===== config.mk =====
export PLATFORM = sky130hd
export DESIGN_NAME = rah_div_engine
export DESIGN_NICKNAME = d
export VERILOG_FILES = /design/src/rtl/rah_div_pkg.sv /design/src/rtl/rah_div_step.sv /design/src/rtl/rah_div_engine.sv
export SDC_FILE = /design/constraint.sdc
export NUM_CORES = 1
export LEC_CHECK = 0
export BUFFER_PORTS_ARGS = -buffer_cell sky130_fd_sc_hd__buf_4
export CAP_MARGIN = 20
export CORE_MARGIN = 2
export CORE_UTILIZATION = 50
export CTS_CLUSTER_SIZE = 8
export DETAILED_ROUTE_END_ITERATION = 6
export GPL_TIMING_DRIVEN = 0
export PLACE_DENSITY = 0.73
export RECOVER_POWER = 50
export SYNTH_ARGS = -nofsm -noshare
export SYNTH_HDL_FRONTEND = slang
export SYNTH_SLANG_ARGS = --single-unit

===== constraint.sdc =====
create_clock -name clk -period 4.7 [get_ports clk]
set_input_delay 0.47 -clock clk [delete_from_list [all_inputs] [get_ports clk]]
set_output_delay 0.47 -clock clk [all_outputs]
set_load 0.02 [all_outputs]

===== src/rtl/rah_div_pkg.sv =====
// Shared types and packet layout for the RAH divider app stage.
package rah_div_pkg;

    typedef enum logic [2:0] {
        IDLE,
        FETCH,
        CAPTURE,
        PREP,
        DIV,
        FIX,
        WRITE
    } state_t;

    localparam int unsigned DEF_OP_WIDTH     = 24;
    localparam int unsigned DEF_PACKET_WIDTH = 2 * DEF_OP_WIDTH;

    // Request packet {dividend, divisor} and result packet {quotient, remainder}
    localparam int unsigned DIVIDEND_MSB = DEF_PACKET_WIDTH - 1;
    localparam int unsigned DIVIDEND_LSB = DEF_OP_WIDTH;
    localparam int unsigned DIVISOR_MSB  = DEF_OP_WIDTH - 1;
    localparam int unsigned DIVISOR_LSB  = 0;
    localparam int unsigned QUO_MSB      = DEF_PACKET_WIDTH - 1;
    localparam int unsigned QUO_LSB      = DEF_OP_WIDTH;
    localparam int unsigned REM_MSB      = DEF_OP_WIDTH - 1;
    localparam int unsigned REM_LSB      = 0;

    localparam logic [DEF_OP_WIDTH-1:0] DIV0_QUO = '1;

endpackage


===== src/rtl/rah_div_step.sv =====
// One radix-2 restoring division step: shift {rem, quo} left, trial-subtract, keep if non-negative.
module rah_div_step #(
    parameter int unsigned OP_WIDTH = 24
) (
    input  logic [OP_WIDTH:0]   rem_in,
    input  logic [OP_WIDTH-1:0] quo_in,
    input  logic [OP_WIDTH-1:0] divisor,
    output logic [OP_WIDTH:0]   rem_out,
    output logic [OP_WIDTH-1:0] quo_out
);

    logic [OP_WIDTH+1:0] shifted;
    logic [OP_WIDTH+1:0] trial;
    logic                trial_neg;

    always_comb begin
        shifted   = {rem_in, quo_in[OP_WIDTH-1]};
        trial     = shifted - {2'b00, divisor};
        trial_neg = trial[OP_WIDTH+1];
        rem_out   = trial_neg ? shifted[OP_WIDTH:0] : trial[OP_WIDTH:0];
        quo_out   = {quo_in[OP_WIDTH-2:0], ~trial_neg};
    end

endmodule


===== src/rtl/rah_div_engine.sv =====
// Sequential divider between a RAH decoder queue and encoder: pop request, divide, push result.
module rah_div_engine
    import rah_div_pkg::*;
#(
    parameter int unsigned RAH_PACKET_WIDTH = DEF_PACKET_WIDTH,
    parameter int unsigned OP_WIDTH         = DEF_OP_WIDTH,
    parameter bit          SIGNED           = 1'b0
) (
    input  logic                        clk,
    input  logic                        rst,
    input  logic [RAH_PACKET_WIDTH-1:0] rd_data,
    input  logic                        q_empty,
    output logic                        request_data,
    input  logic                        wr_full,
    output logic                        wr_en,
    output logic [RAH_PACKET_WIDTH-1:0] wr_data,
    output logic                        busy
);

    localparam int unsigned CNT_W   = $clog2(OP_WIDTH);
    localparam int unsigned DVD_LSB = OP_WIDTH;

    state_t              state;
    logic [OP_WIDTH-1:0] dvd;
    logic [OP_WIDTH-1:0] dvs;
    logic [OP_WIDTH-1:0] quo;
    logic [OP_WIDTH:0]   rem;
    logic [CNT_W-1:0]    cnt;
    logic                neg_q;
    logic                neg_r;

    logic [OP_WIDTH:0]   rem_nx;
    logic [OP_WIDTH-1:0] quo_nx;
    logic [OP_WIDTH-1:0] quo_fix;
    logic [OP_WIDTH-1:0] rem_fix;

    rah_div_step #(.OP_WIDTH(OP_WIDTH)) u_step (
        .rem_in  (rem),
        .quo_in  (quo),
        .divisor (dvs),
        .rem_out (rem_nx),
        .quo_out (quo_nx)
    );

    // Sign restoration of the magnitude result
    always_comb begin
        quo_fix = neg_q ? -quo : quo;
        rem_fix = neg_r ? -rem[OP_WIDTH-1:0] : rem[OP_WIDTH-1:0];
    end

    always_ff @(posedge clk or posedge rst) begin
        if (rst) begin
            state        <= IDLE;
            request_data <= 1'b0;
            wr_en        <= 1'b0;
            wr_data      <= '0;
            busy         <= 1'b0;
            dvd          <= '0;
            dvs          <= '0;
            quo          <= '0;
            rem          <= '0;
            cnt          <= '0;
            neg_q        <= 1'b0;
            neg_r        <= 1'b0;
        end else begin
            unique case (state)
                IDLE: begin
                    if (!q_empty) begin
                        state        <= FETCH;
                        request_data <= 1'b1;
                        busy         <= 1'b1;
                    end
                end
                FETCH: begin
                    request_data <= 1'b0;
                    state        <= CAPTURE;
                end
                CAPTURE: begin
                    dvd   <= rd_data[RAH_PACKET_WIDTH-1:DVD_LSB];
                    dvs   <= rd_data[OP_WIDTH-1:0];
                    state <= PREP;
                end
                PREP: begin
                    if (SIGNED) begin
                        quo   <= dvd[OP_WIDTH-1] ? -dvd : dvd;
                        dvs   <= dvs[OP_WIDTH-1] ? -dvs : dvs;
                        neg_q <= dvd[OP_WIDTH-1] ^ dvs[OP_WIDTH-1];
                        neg_r <= dvd[OP_WIDTH-1];
                    end else begin
                        quo   <= dvd;
                        neg_q <= 1'b0;
                        neg_r <= 1'b0;
                    end
                    rem   <= '0;
                    cnt   <= CNT_W'(OP_WIDTH - 1);
                    state <= DIV;
                end
                DIV: begin
                    rem <= rem_nx;
                    quo <= quo_nx;
                    if (cnt == '0) begin
                        state <= FIX;
                    end else begin
                        cnt <= cnt - CNT_W'(1);
                    end
                end
                FIX: begin
                    // A zero divisor has zero magnitude in both modes
                    if (dvs == '0) begin
                        wr_data <= {{OP_WIDTH{1'b1}}, dvd};
                    end else begin
                        wr_data <= {quo_fix, rem_fix};
                    end
                    wr_en <= !wr_full;
                    state <= WRITE;
                end
                WRITE: begin
                    // wr_en high here means the write strobe is in its single cycle
                    if (wr_en) begin
                        wr_en <= 1'b0;
                        if (!q_empty) begin
                            state        <= FETCH;
                            request_data <= 1'b1;
                        end else begin
                            state <= IDLE;
                            busy  <= 1'b0;
                        end
                    end else if (!wr_full) begin
                        wr_en <= 1'b1;
                    end
                end
                default: begin
                    state        <= IDLE;
                    request_data <= 1'b0;
                    wr_en        <= 1'b0;
                    busy         <= 1'b0;
                end
            endcase
        end
    end

endmodule

==> metrics.md, run 1 <==
| Metric | Value |
|---|---|
| Status | `finished with violations` |
| Failing checks | `max-capacitance violations, max-slew violations` |
| Routed Antenna Nets | `0` |
| Post-CTS Setup Bufs | `0` |
| Final Hold Viols | `0` |
| Commonest cells in the netlist | `nand2_1 (158), dfrtp_1 (156), o21ai_0 (96)` |
| RSZ-0062 raised after global routing | `no` |
| Worst VDD drop | `approximately 340 µV` |
| Wirelength per Cell | `roughly 17 µm` |
| Place WS | `about 1.4 ns` |
| Post-synth EDFFs | `0` |
| Hpwl dp | `about 15000 µm` |
| Drt initial violations | `approximately 530` |
| Drt pass-1 iters | `5` |
| WHS | `~0.24 ns` |
| Element type at the critical path start | `register` |
| Final setup TNS | `0 ns` |
| Post-Syn Nets | `approximately 900` |
| Antenna violations before repair | `0` |
| Max stage delay on crit path | `between 0.4 and 0.5 ns` |
| Post-Syn Instances | `~840` |
| Routed Wire Length | `about 20000 µm` |
| Slew HR | `-99.9%` |
| Worst endpoint data arrival time | `around 3.8 ns` |
| Rows | `46` |
| Maxcap violations | `1` |
| Post-synth top area share | `between 40% and 50%` |
| Synth area leaders | `dfrtp_1 (49%), nand2_1 (7.5%), o21ai_0 (6.1%), ha_1 (4.1%), mux2i_1 (4.0%)` |
| Critical path data required time | `roughly 5.0 ns` |
| Core ar. | `15700 µm²` |
| Period utilisation layout | `72.6%` |
| Pin count of the biggest net entering global routing | `89` |
| Die W | `130 µm` |
| Vias in the first global route | `6236` |
| First-pass GRT wire length | `31800 µm` |
| Share of layout cells above drive strength 1 | `15.6%` |
| Initial Utilization | `between 50% and 60%` |
| Worst Tran Pin Value | `a little under 3 ns` |
| TritonCTS Buffers | `17` |
| Most frequent CP cell | `a211o_1` |
| Clk_skew | `about 0.0098 ns` |
| Die ar. | `16900 µm²` |
| NumNets Final | `around 1000` |
| Sequential area share after synthesis | `approximately half` |
| # port buffers | `102` |
| GRT Residual Overflow | `0` |
| H-Tree Depth | `4` |
| CTS Buffer Depth | `2` |
| GRT Overall Usage | `24.8%` |
| Max FO, Critical Path | `5` |
| Latest clock arrival within the worst-skew pair | `between 0.4 and 0.5 ns` |
| Die height | `130 µm` |
| Synthesized cell area | `7920 µm²` |
| Most common cell in the synthesized netlist | `nand2_1` |
| PostCTS Resize Cnt | `0` |
| CP cell instances | `inv_1 > ha_1 > fa_1 > nand2b_1 > a211o_1 > a211o_1 > a211o_1 > a2111oi_2 > o21ai_1 > a31o_1 > a31oi_1` |
| Area leader, netlist | `dfrtp_1` |
| Hold-fix buffers, CTS | `0` |
| Crit-path slowest cell | `dfrtp_1` |
| # DRC | `0` |
| Endpoints failing setup | `0` |
| Flops & latches, synth | `roughly 160` |
| Reg clk slew, reported paths | `roughly 0.060 ns` |
| CTS tree | `built` |
| Crit Path Category | `register to register` |
| Leak | `around 4.3 nW` |
| FMAX | `293 MHz` |
| Root Buffer | `clkbuf_16` |
| Predominant post-synthesis flop cell | `dfrtp_1` |
| Clock sink count | `between 150 and 200` |
| Setup WS post-layout | `1.29 ns` |
| Min Clock Period, post-route | `approximately 3.4 ns` |
| Max-slew violations | `roughly 70` |
| Hold Crit Class | `primary input to register` |
| Yosys cell types | `61` |
| Yosys warnings | `0` |
| Pwr Density | `~760 nW/µm²` |
| Diode count | `0` |
| Crit. End Element | `register` |
| # IOs | `between 100 and 150` |
| Vias/cell | `between 5 and 6` |
| Area Overhead vs Synth | `19.4%` |
| Post-layout util | `60.4%` |
| Vias | `approximately 6600` |
| Syn avg cell area | `~9.4 µm²` |
| Fraction of registers with async set/reset | `100%` |
| Gpl congestion | `slightly above 0.9` |
kinds of logic after synthesis:
group / share of synthesized area [%]
and+or+nand+nor: 16.4
muxes: 7.60
AOI/OAI and AO/OA: 16.1
DFF: 49.3
adders and majority gates: 4.36
xor gates and xnor gates: 1.88
buffers and inverters: 4.38
flip-flops by register name, summed over array words and instances (netlist names):
signal and cells:
wr_data 48, rem 25, dvd 24, dvs 24, quo 24, cnt 5, state 3, busy 1
request_data 1, wr_en 1
power breakdown:
group          leakage [nW]  internal, mW  total, mW  switching [mW]
Combinational          2.10          1.36       3.45            2.08
Sequential             1.97          1.92       2.41           0.490
Clock                 0.262         0.746       1.29           0.542
area by class of cell:
class	count	area, µm²
Tap cell	216	270
Inverter	44	166
Clock inverter	11	97.6
Multi-Input combinational cell	600	3670
Buffer	43	181
Sequential cell	156	3900
Fill cell	1416	6200
Clock buffer	19	453
Timing Repair Buffer	103	714
critical path, delay by kind of cell, from the launching register on:
kind / cells / cell delay, ns
buffers and inverters: 1 / 0.12
adders and majority gates: 2 / 0.63
AOI/OAI and AO/OA: 7 / 1.92
DFF: 1 / 0.47
and+or+nand+nor: 1 / 0.19
cells in the final DEF (no fill, tap or decap), drive strengths merged, types with 9 or more instances in the layout:
master,synthesis,routed
buf,8,89
dfrtp,156,156
nor4,9,9
nand3,35,35
o21ai,102,102
mux2i,32,32
nor2,48,48
nand2,160,160
inv,44,43
xor2,9,9
a21oi,25,25
nand2b,9,9
a22oi,24,24
ha,26,26
clkbuf,35,76
nor3,15,15
mux2,25,25
routing by layer:
layer	share of wire [%]	vias to the layer above	track usage, %
met3	6.0	25	4.22
met2	46	240	38.9
met5	0	-	0
li1	-	3199	-
met4	1.7	0	8.79
met1	46	3115	35.0
path summary, 6_finish.rpt:
kind | startpoint | endpoint | slack, ns | cells after the start
max in group asynchronous | rst | dvd[2]$_DFFE_PP0P_ | 2.44 | 2
worst min register to register | wr_data[43]$_DFFE_PP0P_ | wr_data[43]$_DFFE_PP0P_ | 0.48 | 2
worst max-delay path | quo[23]$_DFFE_PP0P_ | rem[24]$_DFFE_PP0P_ | 1.29 | 11
worst max register to register | quo[23]$_DFFE_PP0P_ | rem[24]$_DFFE_PP0P_ | 1.29 | 11
worst min-delay path | rd_data[4] | dvs[4]$_DFFE_PP0P_ | 0.24 | 3
min in group asynchronous | rst | wr_data[41]$_DFFE_PP0P_ | 0.90 | 2
metrics by stage:
stage / power (mW) / instances / instance area (µm²)
floorplan: 4.80 / 843 / 7920
global placement: 5.80 / 1161 / 8960
detailed placement: 5.88 / 1162 / 8990
CTS: 7.19 / 1192 / 9540
global route: 7.67 / 1192 / 9460
finish: 7.14 / 1192 / 9460
Power figures use the tool's default switching activity.
==> run 2, diff against run 1 <==
ABC_AREA = 1   (was unset)
clock period = 2.9 ns   (was 4.7 ns; I/O delays follow)
==> metrics.md, run 2 <==
| Metric | Value |
|---|---|
| Area leader, netlist | `dfrtp_1` |
| # DRC | `2` |
| Clock sink count | `156` |
| Post-synth EDFFs | `0` |
| Post-layout util | `~60%` |
| Share of layout cells above drive strength 1 | `between 10% and 20%` |
| Pin count of the biggest net entering global routing | `40` |
| Commonest non-fill, non-tap cell in the layout | `nand2_1` |
| Syn avg cell area | `between 7 and 8 µm²` |
| Post-synth top area share | `about 44%` |
| Crit. End Element | `register` |
| CTS Buffer Depth | `2` |
| Area Overhead vs Synth | `16.8%` |
| Crit-path slowest cell | `nand4_1` |
| Part of the power in the clock network | `17.8%` |
| Wirelength per Cell | `15.5 µm` |
| Crit Path Category | `register to register` |
| Gpl congestion | `~0.95` |
| Yosys cell types | `a little over 40` |
| Yosys warnings | `0` |
| Final total power | `12.4 mW` |
| Hpwl dp | `between 15000 and 20000 µm` |
| Hold Crit Class | `primary input to register` |
| # IOs | `roughly 100` |
| Max stage delay on crit path | `around 0.57 ns` |
| Drt pass-1 iters | `7` |
| WP buf/inv | `2` |
| Clk_skew | `about 0.0093 ns` |
| Final Hold Viols | `0` |
| Post-CTS Setup Bufs | `0` |
| Antenna violations before repair | `0` |
| Rows | `48` |
| H-Tree Depth | `4` |
| Endpoints failing setup | `0` |
| Commonest non-fill, non-tap cells in the layout | `nand2_1 (380), inv_1 (193), dfrtp_1 (156)` |
| Share of total power in sequential cells | `29.8%` |
| Period utilisation layout | `between 80% and 90%` |
| Routed Wire Length | `approximately 24000 µm` |
| GRT Residual Overflow | `0` |
| Worst endpoint data arrival time | `between 2 and 3 ns` |
| Maxcap violations | `0` |
| Die W | `137 µm` |
| P_int | `~6.6 mW` |
| Element type at the critical path start | `register` |
| Drt initial violations | `between 500 and 600` |
| Critical path data required time | `around 3.2 ns` |
| Top Registers | `wr_data x48, rem x25` |
| Diode count | `0` |
| CTS tree | `built` |
| Most common cell in the synthesized netlist | `nand2_1` |
| Design area | `~10000 µm²` |
| NumNets Final | `approximately 1400` |
| # port buffers | `102` |
| Pwr Density | `~1200 nW/µm²` |
| Synthesized cell area | `between 8000 and 9000 µm²` |
| First-pass GRT wire length | `38700 µm` |
| Leak | `5.45 nW` |
| Power share of the combinational group | `between 50 and 60%` |
| Status | `finished with violations` |
| Latest clock arrival within the worst-skew pair | `between 0.4 and 0.5 ns` |
| Switching power | `between 5 and 6 mW` |
| Routed Antenna Nets | `0` |
| Vias/cell | `5.15` |
| Sequential area share after synthesis | `approximately 44%` |
| PostCTS Resize Cnt | `0` |
| Flop-to-flop setup slack | `between 0.3 and 0.4 ns` |
| Largest Register | `wr_data` |
| Die ar. | `18700 µm²` |
| CP delay by family, top | `simple AND/OR/NAND/NOR gates` |
| RSZ-0062 raised after global routing | `no` |
| Hold-fix buffers, CTS | `1` |
| Max FO, Critical Path | `10` |
| Switching portion of total power | `~47%` |
| Predominant post-synthesis flop cell | `dfrtp_1` |
| Worst Tran Pin Value | `1.07 ns` |
| Max-slew violations | `0` |
| Min Clock Period, post-route | `between 2 and 3 ns` |
| Core ar. | `17200 µm²` |
| FMAX | `a little under 400 MHz` |
| GRT Overall Usage | `between 20% and 30%` |
| Root Buffer | `clkbuf_16` |
| Commonest cells in the netlist | `nand2_1 (380), inv_1 (194), dfrtp_1 (156)` |
| Synth area leaders | `dfrtp_1 (44%), nand2_1 (16%), inv_1 (8.3%), o21ai_0 (4.5%), ha_1 (3.7%)` |
| Flops & latches, synth | `156` |
| Worst VDD drop | `617 µV` |
| Max reg flops | `between 40 and 50` |
| Vias | `7928` |
| Initial Utilization | `between 50% and 60%` |
| Slew HR | `around 28%` |
| Fraction of registers with async set/reset | `100%` |
| Post-Syn Nets | `around 1300` |
| TritonCTS Buffers | `17` |
| Failing checks | `design-rule violations` |
| Vias in the first global route | `7685` |
| CP cell instances | `inv_1 > nand3_1 > nor3_1 > nand4_1 > clkbuf_1 > o21ai_0 > nand2_1` |
| Die height | `approximately 140 µm` |
| Post-Syn Instances | `between 1000 and 1500` |
| WHS | `about 0.044 ns` |
| Placed Area | `9920 µm²` |
| Reg clk slew, reported paths | `0.06 ns` |
## run 2: cell count changes in the layout (fill, tap and decap cells not counted), sizes merged, moves of 11 or more
cell and delta:
nand2 +239, a2bb2oi +24, o21ai -21, a22oi -24
mux2 -25, a21oi +14, inv +158, mux2i -32
nor2 +19, clkbuf +23, nand3 +34, nand3b +11
o221ai +19, buf -21
## run 2: worst paths after layout
check / start / to / depth (start not counted)
worst max-delay path: dvs[16]$_DFFE_PP0P_ / wr_data[0]$_DFFE_PP0P_ / 7
worst min register to register: wr_data[4]$_DFFE_PP0P_ / wr_data[4]$_DFFE_PP0P_ / 2
min in group asynchronous: rst / quo[3]$_DFFE_PP0P_ / 3
worst min-delay path: wr_full / wr_en$_DFFE_PP0N_ / 2
max in group asynchronous: rst / dvs[21]$_DFFE_PP0P_ / 6
worst max register to register: dvs[16]$_DFFE_PP0P_ / wr_data[0]$_DFFE_PP0P_ / 7
## run 2: kinds of logic after synthesis
kind of cell	Yosys count	synth area share, %
AO/OA/AOI/OAI	174	12.2
XOR/XNOR	8	0.797
adder cells (fa/ha/maj)	27	3.93
buffers and inverters	241	10.8
flip-flops	156	44.4
AND/OR/NAND/NOR	571	27.9
## run 2: layer usage
layer	vias to the layer above	global-route usage, %	part of all wire (%)
met3	29	4.93	5.3
met2	221	45.6	49
met5	-	0	0
met4	0	7.52	1.6
met1	3683	35.5	44
li1	3995	-	-
## run 2: power groups by stage
stage               Sequential, mW  Combinational (mW)  Clock [mW]
global route                  3.80                7.32        2.33
finish                        3.69                6.50        2.20
floorplan                     3.88                4.53           0
detailed placement            3.71                6.66           0
global placement              3.71                6.55           0
CTS                           3.69                6.72        2.23
## run 2: area by class of cell
cell class | count | area (µm²)
Timing Repair Buffer | 107 | 634
Sequential cell | 156 | 3900
Inverter | 199 | 748
Buffer | 42 | 195
Multi-Input combinational cell | 780 | 3930
Clock inverter | 12 | 139
Tap cell | 225 | 282
Clock buffer | 19 | 433
Fill cell | 1656 | 6970
## run 2: metrics by stage
step	TNS (ns)	setup slack (ns)	cells
final	0	0.368	1540
after global routing	0	0.216	1540
after CTS	0	0.368	1540
after detailed placement	0	0.366	1508
after global placement	-57.57	-0.383	1504
after floorplan	0	0.637	1177
